### src/rtl/spi_flash_reader_if.sv
// Byte-read request/status bus between the SpiFlash RAM core (master) and the
// flash reader (slave).
interface spi_flash_reader_if;
  logic [23:0] addr;
  logic        rden;
  logic        read;
  logic        busy;
  logic        data_valid;
  logic [7:0]  dataout;

  modport master (output addr, rden, read, input busy, data_valid, dataout);
  modport slave  (input addr, rden, read, output busy, data_valid, dataout);
endinterface

### src/rtl/spi_flash_reader.sv
// SPI mode-0 READ (0x03) byte engine; keeps CS low across consecutive addresses
// so sequential fetches only clock the 8 data bits.
//
// state   | meaning
// S_IDLE  | cs_n high, gap satisfied, waiting for a request
// S_CSGAP | cs_n forced high for CS_HIGH cycles (pend_q: a fresh command follows)
// S_CMD   | shifting 0x03 + 24-bit address out on MOSI
// S_DATA  | sampling 8 bits from MISO, then SCK back low
// S_HOLD  | cs_n held low waiting HOLD_CYC cycles for a sequential request
module spi_flash_reader #(
  parameter int CLK_DIV  = 2,
  parameter int HOLD_CYC = 64,
  parameter int CS_HIGH  = 2
) (
  input  logic              clkin,
  input  logic              reset_n,
  spi_flash_reader_if.slave bus,
  output logic              spi_sck,
  output logic              spi_cs_n,
  output logic              spi_mosi,
  input  logic              spi_miso
);

  localparam int DW = (CLK_DIV > 1)  ? $clog2(CLK_DIV)  : 1;
  localparam int HW = (HOLD_CYC > 1) ? $clog2(HOLD_CYC) : 1;
  localparam int GW = (CS_HIGH > 1)  ? $clog2(CS_HIGH)  : 1;
  localparam logic [DW-1:0] DIV_LOAD  = DW'(CLK_DIV - 1);
  localparam logic [HW-1:0] HOLD_LOAD = HW'(HOLD_CYC - 1);
  localparam logic [GW-1:0] GAP_LOAD  = GW'(CS_HIGH - 1);
  localparam logic [7:0]    CMD_READ  = 8'h03;

  typedef enum logic [2:0] {S_IDLE, S_CSGAP, S_CMD, S_DATA, S_HOLD} state_t;

  state_t       state_q, state_d;
  logic [DW-1:0] div_q, div_d, div_eff;
  logic [HW-1:0] hold_q, hold_d;
  logic [GW-1:0] gap_q, gap_d;
  logic [5:0]   cnt_q, cnt_d;
  logic [31:0]  cmd_sr_q, cmd_sr_d;
  logic [7:0]   rx_sr_q, rx_sr_d;
  logic [23:0]  addr_q, addr_d, cmd_addr;
  logic         last_vld_q, last_vld_d;
  logic         pend_q, pend_d;
  logic         done_q, done_d;
  logic         busy_q, busy_d;
  logic         data_valid_q, data_valid_d;
  logic [7:0]   dataout_q, dataout_d;
  logic         sck_q, sck_d;
  logic         cs_n_q, cs_n_d;
  logic         mosi_q, mosi_d;
  logic         accept, seq_hit, start_cmd, run;

  always_ff @(posedge clkin or negedge reset_n) begin
    if (!reset_n) begin
      state_q      <= S_IDLE;
      div_q        <= '0;
      hold_q       <= '0;
      gap_q        <= '0;
      cnt_q        <= '0;
      cmd_sr_q     <= '0;
      rx_sr_q      <= '0;
      addr_q       <= '0;
      last_vld_q   <= 1'b0;
      pend_q       <= 1'b0;
      done_q       <= 1'b0;
      busy_q       <= 1'b0;
      data_valid_q <= 1'b0;
      dataout_q    <= '0;
      sck_q        <= 1'b0;
      cs_n_q       <= 1'b1;
      mosi_q       <= 1'b0;
    end else begin
      state_q      <= state_d;
      div_q        <= div_d;
      hold_q       <= hold_d;
      gap_q        <= gap_d;
      cnt_q        <= cnt_d;
      cmd_sr_q     <= cmd_sr_d;
      rx_sr_q      <= rx_sr_d;
      addr_q       <= addr_d;
      last_vld_q   <= last_vld_d;
      pend_q       <= pend_d;
      done_q       <= done_d;
      busy_q       <= busy_d;
      data_valid_q <= data_valid_d;
      dataout_q    <= dataout_d;
      sck_q        <= sck_d;
      cs_n_q       <= cs_n_d;
      mosi_q       <= mosi_d;
    end
  end

  always_comb begin
    state_d      = state_q;
    div_d        = div_q;
    hold_d       = hold_q;
    gap_d        = gap_q;
    cnt_d        = cnt_q;
    cmd_sr_d     = cmd_sr_q;
    rx_sr_d      = rx_sr_q;
    addr_d       = addr_q;
    last_vld_d   = last_vld_q;
    pend_d       = pend_q;
    done_d       = done_q;
    busy_d       = busy_q;
    data_valid_d = 1'b0;
    dataout_d    = dataout_q;
    sck_d        = sck_q;
    cs_n_d       = cs_n_q;
    mosi_d       = mosi_q;
    start_cmd    = 1'b0;
    run          = 1'b0;
    div_eff      = div_q;
    cmd_addr     = addr_q;

    accept  = bus.read && bus.rden && !busy_q &&
              ((state_q == S_IDLE) || (state_q == S_HOLD));
    // The expiry cycle itself never counts as sequential.
    seq_hit = (state_q == S_HOLD) && last_vld_q && (hold_q != '0) &&
              (bus.addr == addr_q + 24'd1);

    case (state_q)
      S_IDLE: begin
        if (accept) begin
          addr_d    = bus.addr;
          busy_d    = 1'b1;
          cmd_addr  = bus.addr;
          start_cmd = 1'b1;
        end
      end
      S_CSGAP: begin
        if (gap_q == '0) begin
          if (pend_q) begin
            start_cmd = 1'b1;
          end else begin
            state_d = S_IDLE;
            busy_d  = 1'b0;
          end
        end else begin
          gap_d = gap_q - GW'(1);
        end
      end
      S_CMD, S_DATA: run = 1'b1;
      S_HOLD: begin
        if (accept && seq_hit) begin
          // The accept cycle already counts as the first SCK-low cycle.
          addr_d  = bus.addr;
          busy_d  = 1'b1;
          state_d = S_DATA;
          div_eff = DIV_LOAD;
          run     = 1'b1;
        end else if (accept || (hold_q == '0)) begin
          if (accept) addr_d = bus.addr;
          pend_d  = accept;
          state_d = S_CSGAP;
          cs_n_d  = 1'b1;
          busy_d  = 1'b1;
          gap_d   = GAP_LOAD;
        end else begin
          hold_d = hold_q - HW'(1);
        end
      end
      default: state_d = S_IDLE;
    endcase

    if (start_cmd) begin
      state_d  = S_CMD;
      cs_n_d   = 1'b0;
      div_d    = DIV_LOAD;
      cnt_d    = '0;
      mosi_d   = CMD_READ[7];
      cmd_sr_d = {CMD_READ[6:0], cmd_addr, 1'b0};
    end

    if (run) begin
      if (div_eff != '0) begin
        div_d = div_eff - DW'(1);
      end else begin
        div_d = DIV_LOAD;
        if (!sck_q) begin
          sck_d = 1'b1;
          cnt_d = cnt_q + 6'd1;
          if (state_q == S_CMD) begin
            if (cnt_q == 6'd31) begin
              state_d = S_DATA;
              cnt_d   = '0;
            end
          end else begin
            rx_sr_d = {rx_sr_q[6:0], spi_miso};
            if (cnt_q == 6'd7) done_d = 1'b1;
          end
        end else begin
          sck_d = 1'b0;
          if (state_q == S_CMD) begin
            mosi_d   = cmd_sr_q[31];
            cmd_sr_d = {cmd_sr_q[30:0], 1'b0};
          end else begin
            mosi_d = 1'b0;
            if (cnt_q == 6'd8) begin
              state_d = S_HOLD;
              cnt_d   = '0;
              hold_d  = HOLD_LOAD;
            end
          end
        end
      end
    end

    if (done_q) begin
      done_d       = 1'b0;
      data_valid_d = 1'b1;
      dataout_d    = rx_sr_q;
      busy_d       = 1'b0;
      last_vld_d   = 1'b1;
    end
  end

  assign bus.busy       = busy_q;
  assign bus.data_valid = data_valid_q;
  assign bus.dataout    = dataout_q;
  assign spi_sck        = sck_q;
  assign spi_cs_n       = cs_n_q;
  assign spi_mosi       = mosi_q;

endmodule

### src/flat_wrapper.sv
// flat-port wrapper written by rule: the top's interface ports become plain ports
module spi_flash_reader_flat 
#(
  parameter int CLK_DIV  = 2,
  parameter int HOLD_CYC = 64,
  parameter int CS_HIGH  = 2
)
  (clkin, reset_n, spi_sck, spi_cs_n, spi_mosi, spi_miso, bus_addr, bus_rden, bus_read, bus_busy, bus_data_valid, bus_dataout);
  spi_flash_reader_if bus_i ();
  input  logic clkin;
  input  logic reset_n;
  output logic spi_sck;
  output logic spi_cs_n;
  output logic spi_mosi;
  input  logic spi_miso;
  input wire logic [$bits(bus_i.addr)-1:0] bus_addr;
  input wire logic [$bits(bus_i.rden)-1:0] bus_rden;
  input wire logic [$bits(bus_i.read)-1:0] bus_read;
  output wire logic [$bits(bus_i.busy)-1:0] bus_busy;
  output wire logic [$bits(bus_i.data_valid)-1:0] bus_data_valid;
  output wire logic [$bits(bus_i.dataout)-1:0] bus_dataout;
  assign bus_i.addr = bus_addr;
  assign bus_i.rden = bus_rden;
  assign bus_i.read = bus_read;
  assign bus_busy = bus_i.busy;
  assign bus_data_valid = bus_i.data_valid;
  assign bus_dataout = bus_i.dataout;
  spi_flash_reader #(.CLK_DIV(CLK_DIV), .HOLD_CYC(HOLD_CYC), .CS_HIGH(CS_HIGH)) u_core (.clkin(clkin), .reset_n(reset_n), .bus(bus_i), .spi_sck(spi_sck), .spi_cs_n(spi_cs_n), .spi_mosi(spi_mosi), .spi_miso(spi_miso));
endmodule
### config.mk
export PLATFORM = sky130hd
export DESIGN_NAME = spi_flash_reader_flat
export DESIGN_NICKNAME = d
export VERILOG_FILES = /design/src/rtl/spi_flash_reader_if.sv /design/src/rtl/spi_flash_reader.sv /design/src/flat_wrapper.sv
export SDC_FILE = /design/constraint.sdc
export NUM_CORES = 1
export LEC_CHECK = 0
export CORE_ASPECT_RATIO = 1.2
export CORE_MARGIN = 2
export CORE_UTILIZATION = 41
export DETAILED_ROUTE_END_ITERATION = 10
export HOLD_SLACK_MARGIN = 0.03
export PLACE_DENSITY = 0.67
export SETUP_SLACK_MARGIN = 0.05
export SKIP_LAST_GASP = 1
export SLEW_MARGIN = 40
export SYNTH_ARGS = -nofsm -noshare
export SYNTH_HDL_FRONTEND = slang
export SYNTH_SLANG_ARGS = --single-unit
### constraint.sdc
create_clock -name clkin -period 3.95 [get_ports clkin]
set_input_delay 0.5925 -clock clkin [delete_from_list [all_inputs] [get_ports clkin]]
set_output_delay 0.5925 -clock clkin [all_outputs]
set_load 0.005 [all_outputs]
# Yosys cells after proc, flatten, opt, wreduce, memory -nomap -nowiden
# Index checks and enable logic that the tools add are counted.
# classes
addsub	5
n_reduce_logical	28
n_eq_ne	16
bitwise	4
muxes	75
# op_table
cell	count
$mux 32	5
$mux 24	4
$mux 6	16
$pmux 24 s2	1
$mux 3	12
$mux 1	32
$add 24x1->24 const B	1
$eq 24x24->1	1
$reduce_bool 2->1	5
$ne 3x3->1 const B	3
$pmux 3 s3	1
$reduce_and 3->1	3
$logic_and 1x1->1	7
$add 6x1->6 const B	1
$eq 3x2->1 const B	2
$eq 6x3->1 const B	1
$eq 6x4->1 const B	1
$eq 6x5->1 const B	1
$logic_not 6->1	1
$pmux 1 s2	3
$reduce_bool 6->1	1
$sub 6x1->6 const B	1
$reduce_and 5->1	1
$ne 2x2->1 const B	2
other kinds (16)	22
# word_totals
output_inout_bits	13
elab_cells	145
input_bits	29
register_bits	97

# Depth between registers and ports, before layout
# Gate-level depths: netlist of run 1.
# logic_depth
depth_word	13
mapped_depth	9
mapped_depth_nobuf	8

# Worst setup path before layout of run 1
# OpenSTA, ideal clock, no wires.
# synth_path
path_type	reg2reg
start	reg u_core.addr_q[0]
end	reg u_core.div_q
arrival_ns	2.581
synth_period_minus_slack_ns	2.725
setup_slack_ns	1.225
path_stages_with_launch	9
cell_sequence	dfrtp_1 -> ha_1 -> nand4_1 -> nor4_2 -> nand4_1 -> xnor2_1 -> or4_4 -> a2111oi_4 -> o22ai_1
# synth_between
elab_chain_len	9
elab_cells_between_ends	12
# synth_lines
item	line	source
start, declared	spi_flash_reader.sv:41	logic [23:0] addr_q, addr_d, cmd_addr;
start signal, assigned	spi_flash_reader.sv:80	addr_q <= addr_d;
$add 24x1->24 (*)	spi_flash_reader.sv:120	(bus.addr == addr_q + 24'd1);
$eq 24x24->1 (*)	spi_flash_reader.sv:120	
$logic_and 1x1->1 (*)	spi_flash_reader.sv:119	seq_hit = (state_q == S_HOLD) && last_vld_q && (hold_q != '0) &&
$logic_and 1x1->1 (*)	spi_flash_reader.sv:145	if (accept && seq_hit) begin
$mux 1	spi_flash_reader.sv:145	
$mux 1	spi_flash_reader.sv:122	case (state_q)
$sub 1x1->1	spi_flash_reader.sv:177	div_d = div_eff - DW'(1);
$mux 1	spi_flash_reader.sv:176	if (div_eff != '0) begin
$mux 1	spi_flash_reader.sv:175	if (run) begin
end signal, assigned	spi_flash_reader.sv:74	div_q <= div_d;
end, declared	spi_flash_reader.sv:35	logic [DW-1:0] div_q, div_d, div_eff;
# Mark *: on every way between the ends. The rest lies on a longest branch, timed or not.
# A chain may end at the register's enable or synchronous reset.

# Worst setup path in the final report of run 1
# Same ends and word-level chain as after synthesis.

==> metrics.yaml, run 1 <==
pwr:
  power_mw: 3.60
  peakVddDrop_v: 0.000241
  p_leak_nw: 2.49
  power_density_nw_per_um2: 598
timing:
  tns_ns: 0
  setup_viol: 0
  grt_setup_unrepaired: "no"
  drv_slew: 0
  max_freq_ghz: 0.318
  relSlewSlack: 0.524
  hold_violations: 0
  worstMarginPinSlew_ns: 0.708
  fin_worst_skew_ns: 0.00537
  finalCritPeriodShare: 0.797
  period_minus_slack_ns: 3.15
  whs_ns: 0.265
synthesis:
  synth-edff-count: 0
  dominantRegCellSynth: "dfrtp_1"
  yosys_warnings: 0
  synthArstFlopShare: 1.00
  synth_area_um2: 5210
  synth.avg_cell_area_um2: 10.0
  yosysTopAreaCell: "dfrtp_1"
  syn-num-nets: 554
  ys_top_cells_by_area: "dfrtp_1 46%, mux2_2 8.9%, mux2i_1 4.6%, nand2_1 4.5%, o21ai_0 3.8%"
  synth_top_area_frac: 0.461
  ys_ff_latch: 97
  synth-seq-area-share: 0.466
  yosysUniqueCellTypes: 65
  synthCells: 520
floorplanning:
  core_um2: 12600
  dieArea_um2: 13600
  die_y_um: 127
  num_rows: 45
  floorplan.initialDensity: 0.415
  die-width_um: 107
  num_io_pins: 42
cells_and_area:
  multi_input_area_um2: 2640
  layout_common_cells: "96 x dfrtp_1, 62 x nand2_1, 46 x nor2_1"
  seq_area_um2: 2430
  nFillCells: 1158
  instances_no_fill: 721
  fin_util: 0.479
  layout-drive-gt1-share: 0.138
  final_nets: 586
  diodes: 0
  area_growth_pct: 15.5
  layout_commonest_cell: "dfrtp_1"
grt:
  gr-usage-all-layers: 0.175
  antenna_found_initial: 0
  grt_start_max_net_pins: 74
  grt_pass1_wl_mm: 19.1
  grt_overflow: 0
  grt_pass1_vias: 4045
drt:
  viasPerCell: 5.42
  vias: 3906
  drc: 0
  drt_iter0_drc: 162
  drtAntennaViolNets: 0
  wl_per_cell_um: 15.1
  wl_mm: 10.9
  dr.pass1.iters: 4
place:
  dp.cells: 705
  io_buffers: 41
  place.gp.congestion: 0.845
  dp_hpwl_mm: 7.51
flow_run:
  cap_viol_max_count: 0
clock_network:
  cts_tree: "yes"
  clk_latency_ns: 0.35
  clock-root-buffer: "clkbuf_16"
  numCtsBuffers: 9
  clk_pin_slew_ns: 0.07
  cts_setup_buffers: 0
  cts.sinks: 97
  ctsHoldBuffers: 0
  clock_path_buffers: 2
  cts_resized: 0
  htree_levels: 3
min_path:
  hold_class: "input pin to async pin"
setup_path:
  max_stage_delay_ns: 0.60
  ff2ff_path_depth: 8
  cp-start-kind: "flop"
  critPathMostFrequentCell: "nand4_1"
  regToRegEndpoint: "u_core.div_q"
  cp_max_fo: 7
  crit_start: "u_core.addr_q[0]"
  critical_path_class: "flop to flop"
  r2r-start: "u_core.addr_q[0]"
  critPathCaptureType: "flop"
  cp_top_family: "simple AND/OR/NAND/NOR gates"
  path_buf_inv: 0
  crit_required_ns: 4.16
  worstSetupEndpoint: "u_core.div_q"
  path_depth: 8
  path_cells: "ha_1 > nand4_1 > nor4_2 > nand4_1 > xnor2_1 > or4_4 > a2111oi_4 > o22ai_1"
  slowest_stage: "nor4_2"
  r2r_slack_ns: 0.80
  worstPathArrival_ns: 3.36
status:
  outcome: "completed"
-- per-layer routing --
layer / vias up / share of wire / wire length [µm] / track usage
met3: 14 / 0.038 / 411 / 0.0454
met1: 1908 / 0.45 / 4950 / 0.221
li1: 1907 / - / - / -
met2: 77 / 0.49 / 5380 / 0.286
met4: 0 / 0.016 / 179 / 0.0688
met5: - / 0 / 0 / 0
-- stage by stage --
step                      worst slack (ns)  instance area (µm²)
after floorplan                       1.23                 5210
after global placement               0.980                 5740
after detailed placement             0.827                 5740
after CTS                            0.811                 6020
after global routing                 0.541                 6020
final                                0.801                 6020
-- final cells by class --
| cell class | count | area share |
|---|---|---|
| clock buffer | 13 | 0.0433 |
| clock inverter | 3 | 0.00250 |
| inverter | 6 | 0.00374 |
| multi-input combinational | 392 | 0.438 |
| sequential | 97 | 0.404 |
| tap | 164 | 0.0341 |
| timing repair buffer | 46 | 0.0747 |
-- synth_stat cells (10+ instances only) --
master / instances
o21ai_0: 40
nand3_1: 15
xor2_1: 17
a21oi_1: 30
mux2_2: 41
nor2_1: 47
nand2_1: 63
nand4_1: 10
xnor2_1: 20
dfrtp_1: 96
mux2i_1: 24
clkbuf_1: 18
-- power breakdown --
group	internal [mW]	total [mW]	leakage, nW	switching [mW]
clock	0.459	0.825	0.139	0.366
sequential	1.30	1.66	1.23	0.359
combinational	0.540	1.11	1.12	0.573
total	2.30	3.60	2.49	1.30
-- sequential cells by signal (all words and copies together) (netlist names), 3 cells and up --
signal              flops
u_core.cnt_q            6
u_core.addr_q          24
u_core.state_q          3
u_core.cmd_sr_q        32
u_core.bus.dataout      8
u_core.rx_sr_q          8
u_core.hold_q           6
-- cell families (layout without fill, tap and decap cells) --
family          Yosys count  in the layout  share of synthesized area
simple gates            183            183                      0.176
xor+xnor                 37             37                     0.0622
fa+ha+maj                 5              5                     0.0120
buf+inv                  31             68                     0.0296
mux                      65             65                      0.135
compound gates          102            102                      0.119
flops                    97             97                      0.466
-- worst min path at each step --
stage	from	end	slack, ns	cells after the start
final	reset_n	u_core.addr_q[9]	0.27	1
after global routing	reset_n	u_core.addr_q[9]	0.32	1
after CTS	reset_n	u_core.addr_q[9]	0.28	1
after detailed placement	u_core.cmd_sr_q[28]	u_core.cmd_sr_q[29]	0.47	2
after global placement	u_core.cmd_sr_q[28]	u_core.cmd_sr_q[29]	0.45	2
after floorplan	reset_n	u_core.addr_q[0]	0.30	0
(Power assumes the default switching activity.)
==> inputs of run 2 (changes only) <==
- PLACE_DENSITY: 0.67 -> 0.69
- clock period: 3.95 -> 2.6 ns (I/O delays scaled with it)
==> run 2 against run 1 <==
Against the previous run: register-to-register slack worse by 0.82 ns; largest cell class unchanged; power is 61% higher; via count is 3.1% higher; maximum frequency is 20% higher; non-clock buffer count is 22 higher; largest power group unchanged; critical endpoint is now u_core.gap_q; global-route usage is 0.39 points higher; clock-buffer cell count is 3 lower; clock skew is 0.0048 ns higher; flip-flop and latch count stayed put; the run now ends with setup timing left; combinational power is 81% higher.
==> metrics.yaml, run 2 (synthesized netlist as in run 1, its figures left out) <==
cells_and_area:
  seq_area_um2: 2430  # about the same
  finalInstanceArea_um2: 6280  # was 6020 µm²
  area_growth_pct: 20.6  # was 15.5%
  diodes: 0  # unchanged
  layout_commonest_cell: "dfrtp_1"  # unchanged
  instances_no_fill: 742  # was 721
  final_nets: 608  # was 586
  top_register: "u_core.cmd_sr_q"  # unchanged
  largest_reg_flops: 32  # unchanged
  multi_input_area_um2: 2680  # was 2640 µm²
  top_regs: "u_core.cmd_sr_q (32), u_core.addr_q (24)"  # unchanged
  layout_common_cells: "92 x dfrtp_1, 62 x nand2_1, 46 x nor2_1"  # was 96 x dfrtp_1, 62 x nand2_1, 46 x nor2_1
  layout-drive-gt1-share: 0.192  # was 0.138
  nFillCells: 1140  # was 1158
  fin_util: 0.500  # was 0.479
drt:
  dr.pass1.iters: 5  # was 4
  drtAntennaViolNets: 0  # unchanged
  vias: 4026  # was 3906
  wl_per_cell_um: 15.3  # was 15.1 µm
  viasPerCell: 5.43  # was 5.42
  wl_mm: 11.4  # was 10.9 mm
  drt_iter0_drc: 249  # was 162
  drc: 0  # unchanged
timing:
  hold_violations: 0  # unchanged
  fin_worst_skew_ns: 0.0101  # was 0.00537 ns
  worstMarginPinSlew_ns: 0.594  # was 0.708 ns
  finalCritPeriodShare: 1.01  # was 0.797
  relSlewSlack: 0.604  # was 0.524
  worst_slack_ns: -0.0159  # was 0.801 ns
  grt_setup_unrepaired: "yes"  # was no
  tns_ns: -0.0415  # was 0 ns
  drv_slew: 0  # unchanged
  period_minus_slack_ns: 2.62  # was 3.15 ns
  max_freq_ghz: 0.382  # was 0.318 GHz
  setup_viol: 4  # was 0
floorplanning:
  dieArea_um2: 13600  # unchanged
  die-width_um: 107  # unchanged
  num_io_pins: 42  # unchanged
  die_y_um: 127  # unchanged
  core_um2: 12600  # unchanged
  floorplan.initialDensity: 0.415  # unchanged
  num_rows: 45  # unchanged
place:
  io_buffers: 41  # unchanged
  dp_hpwl_mm: 7.87  # was 7.51 mm
  postPlaceCellArea_um2: 5880  # was 5740 µm²
  dp.cells: 720  # was 705
  place_ws_ns: -0.115  # was 0.827 ns
  place.gp.congestion: 0.897  # was 0.845
setup_path:
  critPathMostFrequentCell: "nand4_1"  # unchanged
  path_cells: "ha_2 > nand4_1 > nor4_4 > nand4_1 > xnor2_2 > or4_4 > a2111oi_4 > buf_4 > o21ai_1"  # was ha_1 > nand4_1 > nor4_2 > nand4_1 > xnor2_1 > or4_4 > a2111oi_4 > o22ai_1
  slowest_stage: "or4_4"  # was nor4_2
  crit_required_ns: 2.82  # was 4.16 ns
  cp_max_fo: 5  # was 7
  critical_path_class: "flop to flop"  # unchanged
  critPathCaptureType: "flop"  # unchanged
  cp-start-kind: "flop"  # unchanged
  worstPathArrival_ns: 2.84  # was 3.36 ns
  max_stage_delay_ns: 0.44  # was 0.60 ns
pwr:
  power_density_nw_per_um2: 925  # was 598 nW/µm²
  peakVddDrop_v: 0.000373  # was 0.000241 V
  p_leak_nw: 2.63  # was 2.49 nW
grt:
  gr-usage-all-layers: 0.179  # was 0.175
  grt_pass1_wl_mm: 19.5  # was 19.1 mm
  antenna_found_initial: 0  # unchanged
  grt_pass1_vias: 4091  # was 4045
  grt_start_max_net_pins: 57  # was 74
  grt_overflow: 0  # unchanged
clock_network:
  clk_pin_slew_ns: 0.07  # about the same
  htree_levels: 3  # unchanged
  cts.sinks: 97  # unchanged
  clock_path_buffers: 2  # unchanged
  clk_latency_ns: 0.34  # was 0.35 ns
  cts_tree: "yes"  # unchanged
  clock-root-buffer: "clkbuf_16"  # unchanged
  ctsHoldBuffers: 0  # unchanged
  numCtsBuffers: 9  # unchanged
status:
  outcome: "finished with violations"  # was completed
  violations: "setup timing"
flow_run:
  cap_viol_max_count: 0  # unchanged
min_path:
  hold_class: "input pin to async pin"  # unchanged
run 2: changes by cell type in the layout (fill, tap and decap cells not counted), moves of 3 or more:
cell	delta
buf_4	+20
dfrtp_1	-4
dfrtp_2	+4
clkinv_2	-3
run 2: where the power goes:
part / total [mW] / internal (mW) / switching (mW)
combinational: 2.01 / 0.973 / 1.04
clock: 1.36 / 0.774 / 0.581
sequential: 2.44 / 1.98 / 0.460
run 2: worst max-delay path, delay by kind of cell (launching register included):
kind            cells  cell delay, ns
simple gates        4            1.15
compound gates      2            0.39
flops               1            0.37
buf+inv             1            0.20
fa+ha+maj           1            0.19
xor+xnor            1            0.19
run 2: layout make-up:
| class | count | area share |
|---|---|---|
| clock buffers | 10 | 0.0380 |
| clock inverters | 5 | 0.00996 |
| inverters | 6 | 0.00359 |
| multi-input cells | 392 | 0.426 |
| flip-flops and latches | 97 | 0.387 |
| well taps | 164 | 0.0327 |
| repair buffers | 68 | 0.102 |
run 2: repair_timing:
item,4_1_cts,5_1_grt
endpoints found under the setup margin,5,5
gates resized for setup,12,2
setup buffers,6,1
pin swaps,11,1
run 2: per-stage QoR:
step	hold WS (ns)	power (mW)
floorplan	0.0944	3.77
finish	0.0395	5.81
global placement	0.429	4.31
detailed placement	0.442	4.39
global route	0.0821	6.23
CTS	0.0608	5.84
run 2: worst paths after layout:
check                      slack (ns)                   to                 from  depth (start not counted)
setup / recovery                -0.02         u_core.gap_q     u_core.addr_q[0]                          9
hold / removal                   0.04     u_core.addr_q[8]              reset_n                          1
setup reg to reg                -0.02         u_core.gap_q     u_core.addr_q[0]                          9
hold reg to reg                  0.48  u_core.cmd_sr_q[27]  u_core.cmd_sr_q[26]                          2
max in group asynchronous        1.81      u_core.spi_cs_n              reset_n                          2
min in group clkin               0.48  u_core.cmd_sr_q[27]  u_core.cmd_sr_q[26]                          2
run 2: routing by layer:
| metal | part of all wire | up-vias | GRT usage |
|---|---|---|---|
| li1 | - | 1952 | - |
| met5 | 0 | - | 0 |
| met4 | 0.026 | 0 | 0.0764 |
| met1 | 0.43 | 1934 | 0.225 |
| met3 | 0.050 | 24 | 0.0342 |
| met2 | 0.49 | 116 | 0.300 |
==> inputs of run 3 (changes only) <==
- PLACE_DENSITY: 0.69 -> 0.67
- clock period: 2.6 -> 3.05 ns (I/O delays scaled with it)
==> run 3 against run 2 <==
Against the previous run: utilization shrank 1.0 points; power shrank 16%; the flow now finishes without violations; final area down 2.1%; critical path depth decreased by 1; sequential share of layout area increased by 0.75 points.
==> metrics.yaml, run 3 (synthesized netlist as in run 1, its figures left out) <==
drt:
  wl_per_cell_um: 15.3  # about the same
  wl_mm: 11.1  # was 11.4 mm
  viasPerCell: 5.41  # was 5.43
  dr.pass1.iters: 5  # unchanged
  vias: 3926  # was 4026
  drtAntennaViolNets: 0  # unchanged
  drc: 0  # unchanged
  drt_iter0_drc: 189  # was 249
timing:
  whs_ns: 0.137  # was 0.0395 ns
  relSlewSlack: 0.534  # was 0.604
  max_freq_ghz: 0.367  # was 0.382 GHz
  tns_ns: 0  # was -0.0415 ns
  worstMarginPinSlew_ns: 0.693  # was 0.594 ns
  finalCritPeriodShare: 0.894  # was 1.01
  drv_slew: 0  # unchanged
  period_minus_slack_ns: 2.73  # was 2.62 ns
  fin_worst_skew_ns: 0.00731  # was 0.0101 ns
  worst_slack_ns: 0.324  # was -0.0159 ns
  hold_violations: 0  # unchanged
  grt_setup_unrepaired: "no"  # was yes
  setup_viol: 0  # was 4
grt:
  grt_pass1_wl_mm: 18.8  # was 19.5 mm
  grt_util_met3: 0.0372  # was 0.0342
  grtUsageMet1: 0.224  # was 0.225
  grt_overflow: 0  # unchanged
  antenna_found_initial: 0  # unchanged
  grt_pass1_vias: 3852  # was 4091
  grt_start_max_net_pins: 57  # unchanged
  gr-usage-all-layers: 0.174  # was 0.179
  grt-busiest-layer: "met2"  # unchanged
  use_met2: 0.283  # was 0.300
cells_and_area:
  diodes: 0  # unchanged
  layout_common_cells: "96 x dfrtp_1, 62 x nand2_1, 46 x nor2_1"  # was 92 x dfrtp_1, 62 x nand2_1, 46 x nor2_1
  area_growth_pct: 18.1  # was 20.6%
  layout_commonest_cell: "dfrtp_1"  # unchanged
  instances_no_fill: 726  # was 742
  finalInstanceArea_um2: 6150  # was 6280 µm²
  top_regs: "u_core.cmd_sr_q (32), u_core.addr_q (24)"  # unchanged
  fin_util: 0.490  # was 0.500
  layout-drive-gt1-share: 0.149  # was 0.192
  nFillCells: 1143  # was 1140
  largest_reg_flops: 32  # unchanged
  final_nets: 591  # was 608
  top_register: "u_core.cmd_sr_q"  # unchanged
clock_network:
  clock-root-buffer: "clkbuf_16"  # unchanged
  htree_levels: 3  # unchanged
  clk_pin_slew_ns: 0.07  # about the same
  cts.sinks: 97  # unchanged
  clk_latency_ns: 0.35  # was 0.34 ns
  clock_path_buffers: 2  # unchanged
  numCtsBuffers: 9  # unchanged
  cts_tree: "yes"  # unchanged
pwr:
  power_mw: 4.91  # was 5.81 mW
  p_leak_nw: 2.56  # was 2.63 nW
  power_density_nw_per_um2: 798  # was 925 nW/µm²
  peakVddDrop_v: 0.000335  # was 0.000373 V
setup_path:
  max_stage_delay_ns: 0.52  # was 0.44 ns
  path_buf_inv: 0  # was 1
  crit_required_ns: 3.26  # was 2.82 ns
  critical_path_class: "flop to flop"  # unchanged
  critPathMostFrequentCell: "nand4_1"  # unchanged
  path_cells: "ha_1 > nand4_1 > nor4_4 > nand4_1 > xnor2_1 > or4_4 > a2111oi_4 > o22ai_1"  # was ha_2 > nand4_1 > nor4_4 > nand4_1 > xnor2_2 > or4_4 > a2111oi_4 > buf_4 > o21ai_1
  slowest_stage: "or4_4"  # unchanged
  worstPathArrival_ns: 2.93  # was 2.84 ns
  cp-start-kind: "flop"  # unchanged
  cp_max_fo: 6  # was 5
  cp_top_family: "simple AND/OR/NAND/NOR gates"  # unchanged
  critPathCaptureType: "flop"  # unchanged
floorplanning:
  floorplan.initialDensity: 0.415  # unchanged
  num_rows: 45  # unchanged
  die_y_um: 127  # unchanged
  dieArea_um2: 13600  # unchanged
  die-width_um: 107  # unchanged
  num_io_pins: 42  # unchanged
  core_um2: 12600  # unchanged
place:
  dp_hpwl_mm: 7.65  # was 7.87 mm
  place.gp.congestion: 0.881  # was 0.897
  io_buffers: 41  # unchanged
  dp.cells: 709  # was 720
  place_ws_ns: 0.0978  # was -0.115 ns
  postPlaceCellArea_um2: 5800  # was 5880 µm²
status:
  outcome: "completed"  # was finished with violations
min_path:
  hold_class: "input pin to async pin"  # unchanged
flow_run:
  cap_viol_max_count: 0  # unchanged
==> run 3: per-layer routing <==
layer  vias up  wire length, µm
met1      1912             5000
li1       1919                -
met5         -                0
met3        16              485
met4         0              264
met2        79             5380
==> run 3: power breakdown <==
group / leakage (nW) / total [mW] / switching (mW) / internal [mW]
logic: 1.17 / 1.54 / 0.819 / 0.722
registers: 1.23 / 2.11 / 0.427 / 1.69
clock network: 0.159 / 1.25 / 0.509 / 0.744
==> run 3: final timing paths <==
check	start	endpoint	slack, ns	cells after the start
min in group clkin	u_core.cmd_sr_q[28]	u_core.cmd_sr_q[29]	0.47	2
worst min register to register	u_core.cmd_sr_q[28]	u_core.cmd_sr_q[29]	0.47	2
max in group asynchronous	reset_n	u_core.spi_cs_n	2.19	2
worst max register to register	u_core.addr_q[0]	u_core.div_q	0.32	8
worst min-delay path	reset_n	u_core.addr_q[9]	0.14	1
worst max-delay path	u_core.addr_q[0]	u_core.div_q	0.32	8
==> run 3: layout make-up <==
cell class | instances | area (µm²) | share of cell area
clock inverter | 6 | 90.1 | 0.0146
clock buffer | 10 | 239 | 0.0389
timing repair buffer | 51 | 520 | 0.0846
inverter | 6 | 22.5 | 0.00366
sequential | 97 | 2430 | 0.395
multi-input combinational | 392 | 2640 | 0.430
tap | 164 | 205 | 0.0334
==> run 3: timing repair <==
item / 4_1_cts / 5_1_grt
endpoints found under the setup margin: 0 / 5
resized for setup: 0 / 1
hold buffers: 0 / 0
setup buffers: 0 / 1
